==> src/rtl/alu32_sequencer.sv <==
// alu32_sequencer: runs 32-bit operations as two or three passes through an
// external 16-bit combinational ALU, returning a registered 32-bit result and
// sequencer-computed Z/S/C/V flags over a req/ready/valid handshake.
// Optional build macro ALU32_SEQ_PERF_EN adds saturating perf_cnt (completed
// operations) and fix_cnt (carry/borrow fix-up passes) outputs.
module alu32_sequencer #(
  parameter int W   = 16,
  parameter int OPW = 4
) (
  input  logic           clk,
  input  logic           rst,
  input  logic           req,
  input  logic [OPW-1:0] op,
  input  logic [2*W-1:0] a,
  input  logic [2*W-1:0] b,
  output logic           ready,
  output logic           valid,
  output logic [2*W-1:0] result,
  output logic           zf,
  output logic           sf,
  output logic           cf,
  output logic           vf,
  output logic [3:0]     fsel,
  output logic [W-1:0]   abus,
  output logic [W-1:0]   bbus,
  output logic           cin,
  input  logic [W-1:0]   fout,
  input  logic           z,
  input  logic           s,
  input  logic           c,
  input  logic           v
`ifdef ALU32_SEQ_PERF_EN
  ,
  output logic [15:0]    perf_cnt,
  output logic [15:0]    fix_cnt
`endif
);

  // ALU function codes
  localparam logic [3:0] F_TSA = 4'h0;
  localparam logic [3:0] F_INC = 4'h1;
  localparam logic [3:0] F_DEC = 4'h2;
  localparam logic [3:0] F_ADD = 4'h3;
  localparam logic [3:0] F_SUB = 4'h4;
  localparam logic [3:0] F_AND = 4'h5;
  localparam logic [3:0] F_OR  = 4'h6;
  localparam logic [3:0] F_XOR = 4'h7;
  localparam logic [3:0] F_NOT = 4'h8;
  localparam logic [3:0] F_RLC = 4'hC;
  localparam logic [3:0] F_RRC = 4'hD;

  typedef enum logic [3:0] {
    K_TSA, K_ADD, K_SUB, K_AND, K_OR, K_XOR, K_NOT, K_SHL, K_SHR, K_ASR
  } kind_t;

  typedef enum logic [2:0] {S_IDLE, S_P1, S_P2, S_FIX, S_DONE} state_t;

  state_t         state;
  kind_t          kind_q;
  logic [2*W-1:0] a_q, b_q;
  logic [W-1:0]   p1_q, p2_q;     // ALU output captured leaving P1 / P2
  logic           c1_q, c2_q;     // ALU carry captured leaving P1 / P2

  logic           hi_first, uses_b, is_shift, need_fix;
  logic [3:0]     pass_fn;
  logic [2*W-1:0] fin_result;
  logic           fin_cf, fin_vf, hi_carry, hi_wrap;

  // The ALU's own Z/S/V describe a single 16-bit pass; 32-bit flags are
  // rebuilt here, so those inputs are intentionally left unconsumed.
  logic unused_alu_flags;
  assign unused_alu_flags = ^{z, s, v};

  function automatic kind_t decode_op(input logic [OPW-1:0] o);
    case (o)
      OPW'(1): return K_ADD;
      OPW'(2): return K_SUB;
      OPW'(3): return K_AND;
      OPW'(4): return K_OR;
      OPW'(5): return K_XOR;
      OPW'(6): return K_NOT;
      OPW'(7): return K_SHL;
      OPW'(8): return K_SHR;
      OPW'(9): return K_ASR;
      default: return K_TSA;  // unused codes behave as transfer
    endcase
  endfunction

  // Right shifts walk from the high word down so the carry chains MSB->LSB.
  assign hi_first = (kind_q == K_SHR) || (kind_q == K_ASR);
  assign is_shift = hi_first || (kind_q == K_SHL);
  assign uses_b   = (kind_q == K_ADD) || (kind_q == K_SUB) || (kind_q == K_AND) ||
                    (kind_q == K_OR)  || (kind_q == K_XOR);
  // A low-word carry/borrow is folded into the high word by one INC/DEC pass.
  assign need_fix = ((kind_q == K_ADD) || (kind_q == K_SUB)) && c1_q;

  // ALU drive: pure function of state and latched operands; idle drives TSA 0.
  always_comb begin
    // NOTE: every output gets a default first so no path can infer a latch.
    fsel    = F_TSA;
    abus    = '0;
    bbus    = '0;
    cin     = 1'b0;
    pass_fn = F_TSA;
    case (kind_q)
      K_ADD:        pass_fn = F_ADD;
      K_SUB:        pass_fn = F_SUB;
      K_AND:        pass_fn = F_AND;
      K_OR:         pass_fn = F_OR;
      K_XOR:        pass_fn = F_XOR;
      K_NOT:        pass_fn = F_NOT;
      K_SHL:        pass_fn = F_RLC;
      K_SHR, K_ASR: pass_fn = F_RRC;
      default:      pass_fn = F_TSA;
    endcase
    case (state)
      S_P1: begin
        fsel = pass_fn;
        abus = hi_first ? a_q[2*W-1:W] : a_q[W-1:0];
        bbus = uses_b ? b_q[W-1:0] : '0;
        cin  = (kind_q == K_ASR) ? a_q[2*W-1] : 1'b0;
      end
      S_P2: begin
        fsel = pass_fn;
        abus = hi_first ? a_q[W-1:0] : a_q[2*W-1:W];
        bbus = uses_b ? b_q[2*W-1:W] : '0;
        cin  = is_shift ? c1_q : 1'b0;
      end
      S_FIX: begin
        fsel = (kind_q == K_SUB) ? F_DEC : F_INC;
        abus = p2_q;
      end
      default: ;
    endcase
  end

  // Final 32-bit result and carry/overflow, valid in the cycle that enters DONE.
  always_comb begin
    fin_result = {fout, p1_q};
    if (state == S_P2 && hi_first) fin_result = {p1_q, fout};
    hi_carry = (state == S_FIX) ? c2_q : c;
    hi_wrap  = (state == S_FIX) &&
               ((kind_q == K_ADD) ? (p2_q == {W{1'b1}}) : (p2_q == '0));
    fin_cf = 1'b0;
    fin_vf = 1'b0;
    case (kind_q)
      K_ADD: begin
        fin_cf = hi_carry | hi_wrap;
        fin_vf = (a_q[2*W-1] == b_q[2*W-1]) && (fin_result[2*W-1] != a_q[2*W-1]);
      end
      K_SUB: begin
        fin_cf = hi_carry | hi_wrap;
        fin_vf = (a_q[2*W-1] != b_q[2*W-1]) && (fin_result[2*W-1] != a_q[2*W-1]);
      end
      K_SHL: begin
        fin_cf = a_q[2*W-1];
        fin_vf = a_q[2*W-1] ^ fin_result[2*W-1];
      end
      K_SHR: begin
        fin_cf = a_q[0];
        fin_vf = a_q[2*W-1];
      end
      K_ASR: fin_cf = a_q[0];
      default: ;
    endcase
  end

  // Sequencer FSM with registered handshake, result and flags.
  always_ff @(posedge clk or posedge rst) begin
    if (rst) begin
      state  <= S_IDLE;
      kind_q <= K_TSA;
      a_q    <= '0;
      b_q    <= '0;
      p1_q   <= '0;
      p2_q   <= '0;
      c1_q   <= 1'b0;
      c2_q   <= 1'b0;
      ready  <= 1'b1;
      valid  <= 1'b0;
      result <= '0;
      zf     <= 1'b0;
      sf     <= 1'b0;
      cf     <= 1'b0;
      vf     <= 1'b0;
    end else begin
      // NOTE: non-blocking assignments so every register samples pre-edge values.
      case (state)
        S_IDLE: begin
          valid <= 1'b0;
          if (req) begin
            kind_q <= decode_op(op);
            a_q    <= a;
            b_q    <= b;
            ready  <= 1'b0;
            state  <= S_P1;
          end
        end
        S_P1: begin
          p1_q  <= fout;
          c1_q  <= c;
          state <= S_P2;
        end
        S_P2: begin
          p2_q <= fout;
          c2_q <= c;
          if (need_fix) begin
            state <= S_FIX;
          end else begin
            state  <= S_DONE;
            valid  <= 1'b1;
            result <= fin_result;
            zf     <= (fin_result == '0);
            sf     <= fin_result[2*W-1];
            cf     <= fin_cf;
            vf     <= fin_vf;
          end
        end
        S_FIX: begin
          state  <= S_DONE;
          valid  <= 1'b1;
          result <= fin_result;
          zf     <= (fin_result == '0);
          sf     <= fin_result[2*W-1];
          cf     <= fin_cf;
          vf     <= fin_vf;
        end
        S_DONE: begin
          valid <= 1'b0;
          ready <= 1'b1;
          state <= S_IDLE;
        end
        default: state <= S_IDLE;
      endcase
    end
  end

`ifdef ALU32_SEQ_PERF_EN
  // Saturating counters of completion strobes and fix-up passes.
  always_ff @(posedge clk or posedge rst) begin
    if (rst) begin
      perf_cnt <= '0;
      fix_cnt  <= '0;
    end else begin
      if (valid && perf_cnt != 16'hFFFF) perf_cnt <= perf_cnt + 16'd1;
      if (state == S_FIX && fix_cnt != 16'hFFFF) fix_cnt <= fix_cnt + 16'd1;
    end
  end
`endif

endmodule

==> config.mk <==
export PLATFORM = sky130hd
export DESIGN_NAME = alu32_sequencer
export DESIGN_NICKNAME = d
export VERILOG_FILES = /design/src/rtl/alu32_sequencer.sv
export SDC_FILE = /design/constraint.sdc
export NUM_CORES = 1
export LEC_CHECK = 0
export ABC_AREA = 1
export BUFFER_PORTS_ARGS = -buffer_cell sky130_fd_sc_hd__buf_2
export CORE_UTILIZATION = 58
export DETAILED_ROUTE_END_ITERATION = 8
export GPL_TIMING_DRIVEN = 0
export PLACE_DENSITY = 0.86
export SLEW_MARGIN = 20
export SYNTH_ARGS = -nofsm -noshare
export SYNTH_HDL_FRONTEND = slang
export SYNTH_SLANG_ARGS = --single-unit
==> constraint.sdc <==
create_clock -name clk -period 12.4 [get_ports clk]
set_input_delay 3.72 -clock clk [delete_from_list [all_inputs] [get_ports clk]]
set_output_delay 3.72 -clock clk [all_outputs]
set_load 0.005 [all_outputs]
==> results.sh, run 1 <==
export IMPL_outcome="complete, no violations"
export IMPL_antenna_found_initial=0
export IMPL_postCtsSetupRepairBufs=0
export IMPL_rr_worst_depth=8
export IMPL_grt_pass1_wl_um=30200
export IMPL_synth_fa_ha_area_share_pct=0
export IMPL_vias=6534
export IMPL_period_minus_slack_ps=6180
export IMPL_cap_violations=0
export IMPL_antennaDiodeCount=0
export IMPL_die_w_um=109
export IMPL_comb_power_share_pct=38.7
export IMPL_hp_start="result[9]"
export IMPL_seqPwrFrac_pct=37.2
export IMPL_start_kind="flop"
export IMPL_path_buf_inv=4
export IMPL_die_area_sq_mm=0.0120
export IMPL_dieHeight_um=109
export IMPL_ir_drop_uv=128
export IMPL_cp_common_cell="buf_2"
export IMPL_cts_sinks=142
export IMPL_clk_path_buf_depth=2
export IMPL_nNetsFinal=1138
export IMPL_dp_slack_ps=6730
export IMPL_totalWireLength_um=18600
export IMPL_place_congestion=0.886
export IMPL_worst_pin_slew_ps=601
export IMPL_io_pin_count=166
export IMPL_power_frac_clock_pct=24.1
export IMPL_synth_avg_cell_area_sq_um=7.75
export IMPL_grtUsageTotal_pct=33.3
export IMPL_p_per_area_mw_per_mm2=261
export IMPL_cts_root_buf="clkbuf_16"
export IMPL_synth_seq_area_share_pct=53.0
export IMPL_rsz0062_at_grt="false"
export IMPL_finClkSkew_ps=7.49
export IMPL_clk_pin_slew_worst_paths_ps=60
export IMPL_drtIter0Drc=562
export IMPL_yosysWarnings=0
export IMPL_wl_per_cell_um=15.5
export IMPL_synth_compound_area_share_pct=12.6
export IMPL_grt_pass1_vias=6467
export IMPL_cts_repair_resized=0
export IMPL_synth_area_sq_mm=0.00670
export IMPL_drc_errors=0
export IMPL_place_hpwl_um=12900
export IMPL_drive_gt1_share_pct=22.4
export IMPL_crit_fanout=10
export IMPL_switching_share_pct=40.6
export IMPL_synthXorXnorAreaFrac_pct=0.131
export IMPL_power_total_uw=2180
export IMPL_syn_inst=865
export IMPL_cp_cell_sequence="inv_2, nand2_2, nor2_4, buf_2, clkbuf_1, nand2_1, a21oi_1, buf_2"
export IMPL_hp_class="reg -> reg"
export IMPL_crit_slowest_cell="dfrtp_1"
export IMPL_endpoint_kind="primary output"
export IMPL_start_util_pct=60.8
export IMPL_slowest_delay_ps=430
export IMPL_worstPathRequired_ps=8680
export IMPL_cp_data_arrival_time_ps=2460
export IMPL_synthMuxAreaShare_pct=0
export IMPL_htreeDepth=4
export IMPL_ys_ff_latch=142
export IMPL_portBuffers=162
export IMPL_internal_power_uw=1290
export IMPL_tns_ps=0
export IMPL_period_share_pct=49.8
export IMPL_yosys_area_share_simple_pct=25.7
export IMPL_detail_route_first_pass_iterations=5
export IMPL_relSlewSlack_pct=60.0
export IMPL_hold_path_end="result[9]"
export IMPL_r2r_start="kind_q[3]"
export IMPL_syn2layout_area_growth_pct=24.3
export IMPL_critical_path_top_delay_family="buffers and inverters"
export IMPL_cts_made_buffers=17
export IMPL_grt_overflow_total=0
export IMPL_hold_viol_final=0
export IMPL_switchingPower_uw=883
export IMPL_layout_setup_ws_ps=6220
export IMPL_clk_latency_ps=420
export IMPL_tritoncts="done"
export IMPL_post_route_util_pct=75.5
export IMPL_synth_top_family_by_area="simple AND/OR/NAND/NOR gates"
export IMPL_core_area_sq_mm=0.0110
export IMPL_reg2reg_to="result[3]"
export IMPL_syn_nets=956
export IMPL_r2r_slack_ps=10260
export IMPL_vias_per_cell=5.45
export IMPL_whs_path_depth=2
export IMPL_final_max_slew_violation_count=0
export IMPL_max_freq_mhz=162
export IMPL_final_antenna_net_count=0
export IMPL_p_leak_uw=0.00447
export IMPL_hold_buffers=0
export IMPL_worst_setup_path_type="reg -> out"
export IMPL_synthDistinctLibCells=31
export IMPL_grt_start_max_net_pins=88
export IMPL_rows=38
export IMPL_finalSetupViolations=0
-- through the flow --
step | hold WS, ps | area, sq um | std cells
floorplan | 449 | 6700 | 865
global placement | 461 | 7690 | 1167
detailed placement | 465 | 7720 | 1168
CTS | 481 | 8330 | 1200
global route | 504 | 8330 | 1200
finish | 474 | 8330 | 1200
-- worst register-to-register path, stage by stage, from the launching register on --
cell      delay [ps]
dfrtp_1          360
buf_4            160
inv_1            130
nand3_1          170
nand2_1          150
nand3_1          170
nand2_2          200
clkbuf_1         450
o21ai_0          200
-- layer usage --
metal | track usage [%] | share of wire [%] | up-vias
li1 | - | - | 3100
met1 | 42.5 | 40 | 3067
met2 | 54.0 | 48 | 309
met3 | 8.12 | 8.6 | 58
met4 | 15.1 | 3.1 | 0
met5 | 0 | 0 | -
-- placed cells by master (no fill, tap or decap), types with 3 or more instances in the layout --
master	instances
nor2_1	25
dfrtp_1	141
a21oi_1	21
nor3_1	4
clkbuf_16	17
nand3_1	26
nand2_2	5
inv_2	4
inv_1	92
clkbuf_1	18
o21ai_0	106
clkinv_4	4
buf_4	3
clkinvlp_4	3
o21ai_1	3
inv_6	3
nand2_1	352
nand4_1	10
o221ai_1	15
nor2_4	3
buf_2	182
-- cell families (layout without fill, tap and decap cells) --
logic type                Yosys count  after routing
and+or+nand+nor                   429            429
AOI/OAI and AO/OA                 153            153
DFF                               142            142
buffers and inverters             140            335
xor gates and xnor gates            1              1
-- power groups by stage --
stage | Clock (uW) | Sequential (uW) | Combinational (uW)
detailed placement | 0 | 811 | 818
CTS | 522 | 807 | 837
floorplan | 0 | 793 | 531
finish | 524 | 811 | 842
global placement | 0 | 805 | 794
global route | 546 | 835 | 956
-- flip-flops by register name (all words and copies together) (netlist names) --
register and cells:
a_q 32, b_q 32, result 32, p1_q 16
p2_q 16, kind_q 4, state 3, c1_q 1
c2_q 1, cf 1, ready 1, valid 1
vf 1, zf 1
-- synth_stat cells (all sizes together) --
master	n	area share [%]
inv	97	5.4
nor2	30	2.1
nor3	5	0.45
dfrtp	141	53
clkbuf	18	1.0
nand2	357	20
xor2	1	0.13
dfstp	1	0.39
o211ai	2	0.22
o21a	1	0.11
o22ai	1	0.093
a221oi	1	0.13
buf	25	2.1
o21ai	109	8.1
o221ai	15	2.0
a21oi	21	1.6
nand4	10	0.93
a22o	1	0.13
o32ai	1	0.13
a31oi	1	0.093
nand3	27	2.1
-- cell type report --
| cell class | count | area [sq um] |
|---|---|---|
| well taps | 140 | 175 |
| clock buffers | 19 | 453 |
| multi-input cells | 583 | 2580 |
| clock inverters | 13 | 155 |
| fillers | 831 | 2700 |
| repair buffers | 163 | 838 |
| flip-flops and latches | 142 | 3550 |
| plain buffers | 43 | 205 |
| inverters | 97 | 372 |
-- how the worst max path moves through the flow --
stage | startpoint | end | cells after the start
2_1_floorplan | rst | a_q[0] | 1
3_3_place_gp | rst | result[26] | 2
3_5_place_dp | state[2] | abus[15] | 7
4_1_cts | state[2] | abus[15] | 7
5_1_grt | state[2] | abus[8] | 7
6_report | state[2] | bbus[8] | 8
(Power assumes the default switching activity.)
==> inputs of run 2 (changes only) <==
Settings changed: CORE_UTILIZATION 58 to 54, PLACE_DENSITY 0.86 to 0.81.
Clock period 12.4 ns to 6.35 ns, I/O delays scaled along.
==> results.sh, run 2 (synthesis gave the netlist of run 1 again) <==
export IMPL_dieHeight_um=113
export IMPL_stdcell_count=1228
export IMPL_p_per_area_mw_per_mm2=508
export IMPL_grt_pass1_vias=6357
export IMPL_internal_power_uw=2580
export IMPL_max_freq_mhz=227
export IMPL_drc_errors=0
export IMPL_die_w_um=113
export IMPL_placedCellCount=1196
export IMPL_p_leak_uw=0.00448
export IMPL_clk_path_buf_depth=2
export IMPL_power_frac_clock_pct=24.1
export IMPL_cap_violations=0
export IMPL_final_common_cell="nand2_1"
export IMPL_finClkSkew_ps=6.47
export IMPL_worst_setup_path_type="reg -> out"
export IMPL_reg2reg_to="result[2]"
export IMPL_worst_pin_slew_ps=640
export IMPL_seqPwrFrac_pct=37.3
export IMPL_rr_worst_depth=8
export IMPL_antenna_found_initial=1
export IMPL_totalWireLength_um=18500
export IMPL_grt_start_max_net_pins=81
export IMPL_cts_repair_resized=0
export IMPL_grtUsageTotal_pct=30.6
export IMPL_die_area_sq_mm=0.0129
export IMPL_io_pin_count=166
export IMPL_start_util_pct=55.6
export IMPL_switching_share_pct=39.4
export IMPL_r2r_slack_ps=4250
export IMPL_grt_overflow_total=0
export IMPL_vias=6512
export IMPL_antennaDiodeCount=0
export IMPL_outcome="complete, no violations"
export IMPL_regArea_sq_mm=0.00355
export IMPL_place_congestion=0.869
export IMPL_wl_per_cell_um=15.1
export IMPL_final_max_slew_violation_count=0
export IMPL_period_share_pct=69.4
export IMPL_clk_pin_slew_worst_paths_ps=60
export IMPL_cts_root_buf="clkbuf_16"
export IMPL_rows=40
export IMPL_relSlewSlack_pct=57.3
export IMPL_hold_viol_final=0
export IMPL_whs_path_depth=2
export IMPL_r2r_start="kind_q[3]"
export IMPL_drtIter0Drc=506
export IMPL_fillCellCount=1002
export IMPL_grt_pass1_wl_um=30200
export IMPL_comb_power_share_pct=38.5
export IMPL_hold_buffers=0
export IMPL_multi_input_area_sq_mm=0.00258
export IMPL_crit_fanout=10
export IMPL_worstPathRequired_ps=4450
export IMPL_power_total_uw=4250
export IMPL_hp_start="result[19]"
export IMPL_nNetsFinal=1138
export IMPL_top_regs="a_q (32), b_q (32), result (32)"
export IMPL_period_minus_slack_ps=4410
export IMPL_dp_slack_ps=2480
export IMPL_switchingPower_uw=1680
export IMPL_portBuffers=162
export IMPL_hold_path_end="result[19]"
export IMPL_rsz0062_at_grt="false"
export IMPL_tritoncts="done"
export IMPL_start_kind="flop"
export IMPL_layout_setup_ws_ps=1940
export IMPL_clk_latency_ps=430
export IMPL_htreeDepth=4
export IMPL_cp_data_arrival_time_ps=2500
export IMPL_detail_route_first_pass_iterations=6
export IMPL_endpoint_kind="primary output"
export IMPL_vias_per_cell=5.30
export IMPL_syn2layout_area_growth_pct=24.8
export IMPL_place_hpwl_um=13300
export IMPL_core_area_sq_mm=0.0121
export IMPL_cts_sinks=142
export IMPL_final_antenna_net_count=0
export IMPL_cts_made_buffers=17
export IMPL_hp_class="reg -> reg"
export IMPL_mostFrequentLayoutCells="nand2_1 (352), buf_2 (182), dfrtp_1 (141)"
export IMPL_finalSetupViolations=0
export IMPL_postCtsSetupRepairBufs=0
export IMPL_ir_drop_uv=294
export IMPL_drive_gt1_share_pct=21.9
## run 2: cell count changes in the layout (fill, tap and decap cells not counted)
cell	delta
bufinv_16	+1
clkinv_4	-4
clkinvlp_4	-3
clkbuf_8	+2
clkbuf_1	+5
clkinv_2	+3
inv_6	-3
inv_8	-1
## run 2: metal layers
metal  share of wire [%]  vias up  wire length [um]  track usage (%)
met2                  47      284              8680             49.4
li1                    -     3101                 -                -
met1                  42     3079              7800             38.6
met4                 3.0        0               560             13.2
met3                 8.1       48              1490             8.77
met5                   0        -                 0                0
## run 2: power by group through the flow
stage	registers [uW]	logic [uW]	clock network, uW
after floorplan	1550	1040	0
after global placement	1580	1560	0
final	1590	1640	1030
after detailed placement	1590	1610	0
after global routing	1630	1860	1070
after CTS	1580	1630	1030
## run 2: cell type report
class / instances / area share [%]
Multi-Input combinational cell: 583 / 30.8
Inverter: 97 / 4.44
Buffer: 43 / 2.45
Clock inverter: 6 / 1.26
Tap cell: 168 / 2.51
Timing Repair Buffer: 163 / 10.0
Clock buffer: 26 / 5.97
Sequential cell: 142 / 42.5
## run 2: per-stage QoR
step                      area [sq um]  TNS (ps)  hold WS, ps  utilization [%]
final                             8360         0          478             69.3
after global placement            7720   -122530          462             64.0
after floorplan                   6700         0          449                -
after detailed placement          7760         0          464             64.3
after CTS                         8360         0          480             69.3
after global routing              8360         0          490             69.3
## run 2: worst max-delay path: stages (launching register included)
cell and delay (ps):
dfrtp_1 430, inv_2 110, nand2_2 60, nor2_4 280, buf_2 300, clkbuf_1 440, nand2_1 100, a21oi_1 210
buf_2 140
## run 2: worst max-delay path by stage
stage | endpoint | slack [ps] | start
finish | bbus[6] | 1940 | state[2]
global route | bbus[6] | 1820 | state[2]
CTS | abus[7] | 2020 | kind_q[2]
detailed placement | bbus[5] | 2480 | state[2]
global placement | result[25] | -880 | rst
floorplan | a_q[0] | 640 | rst
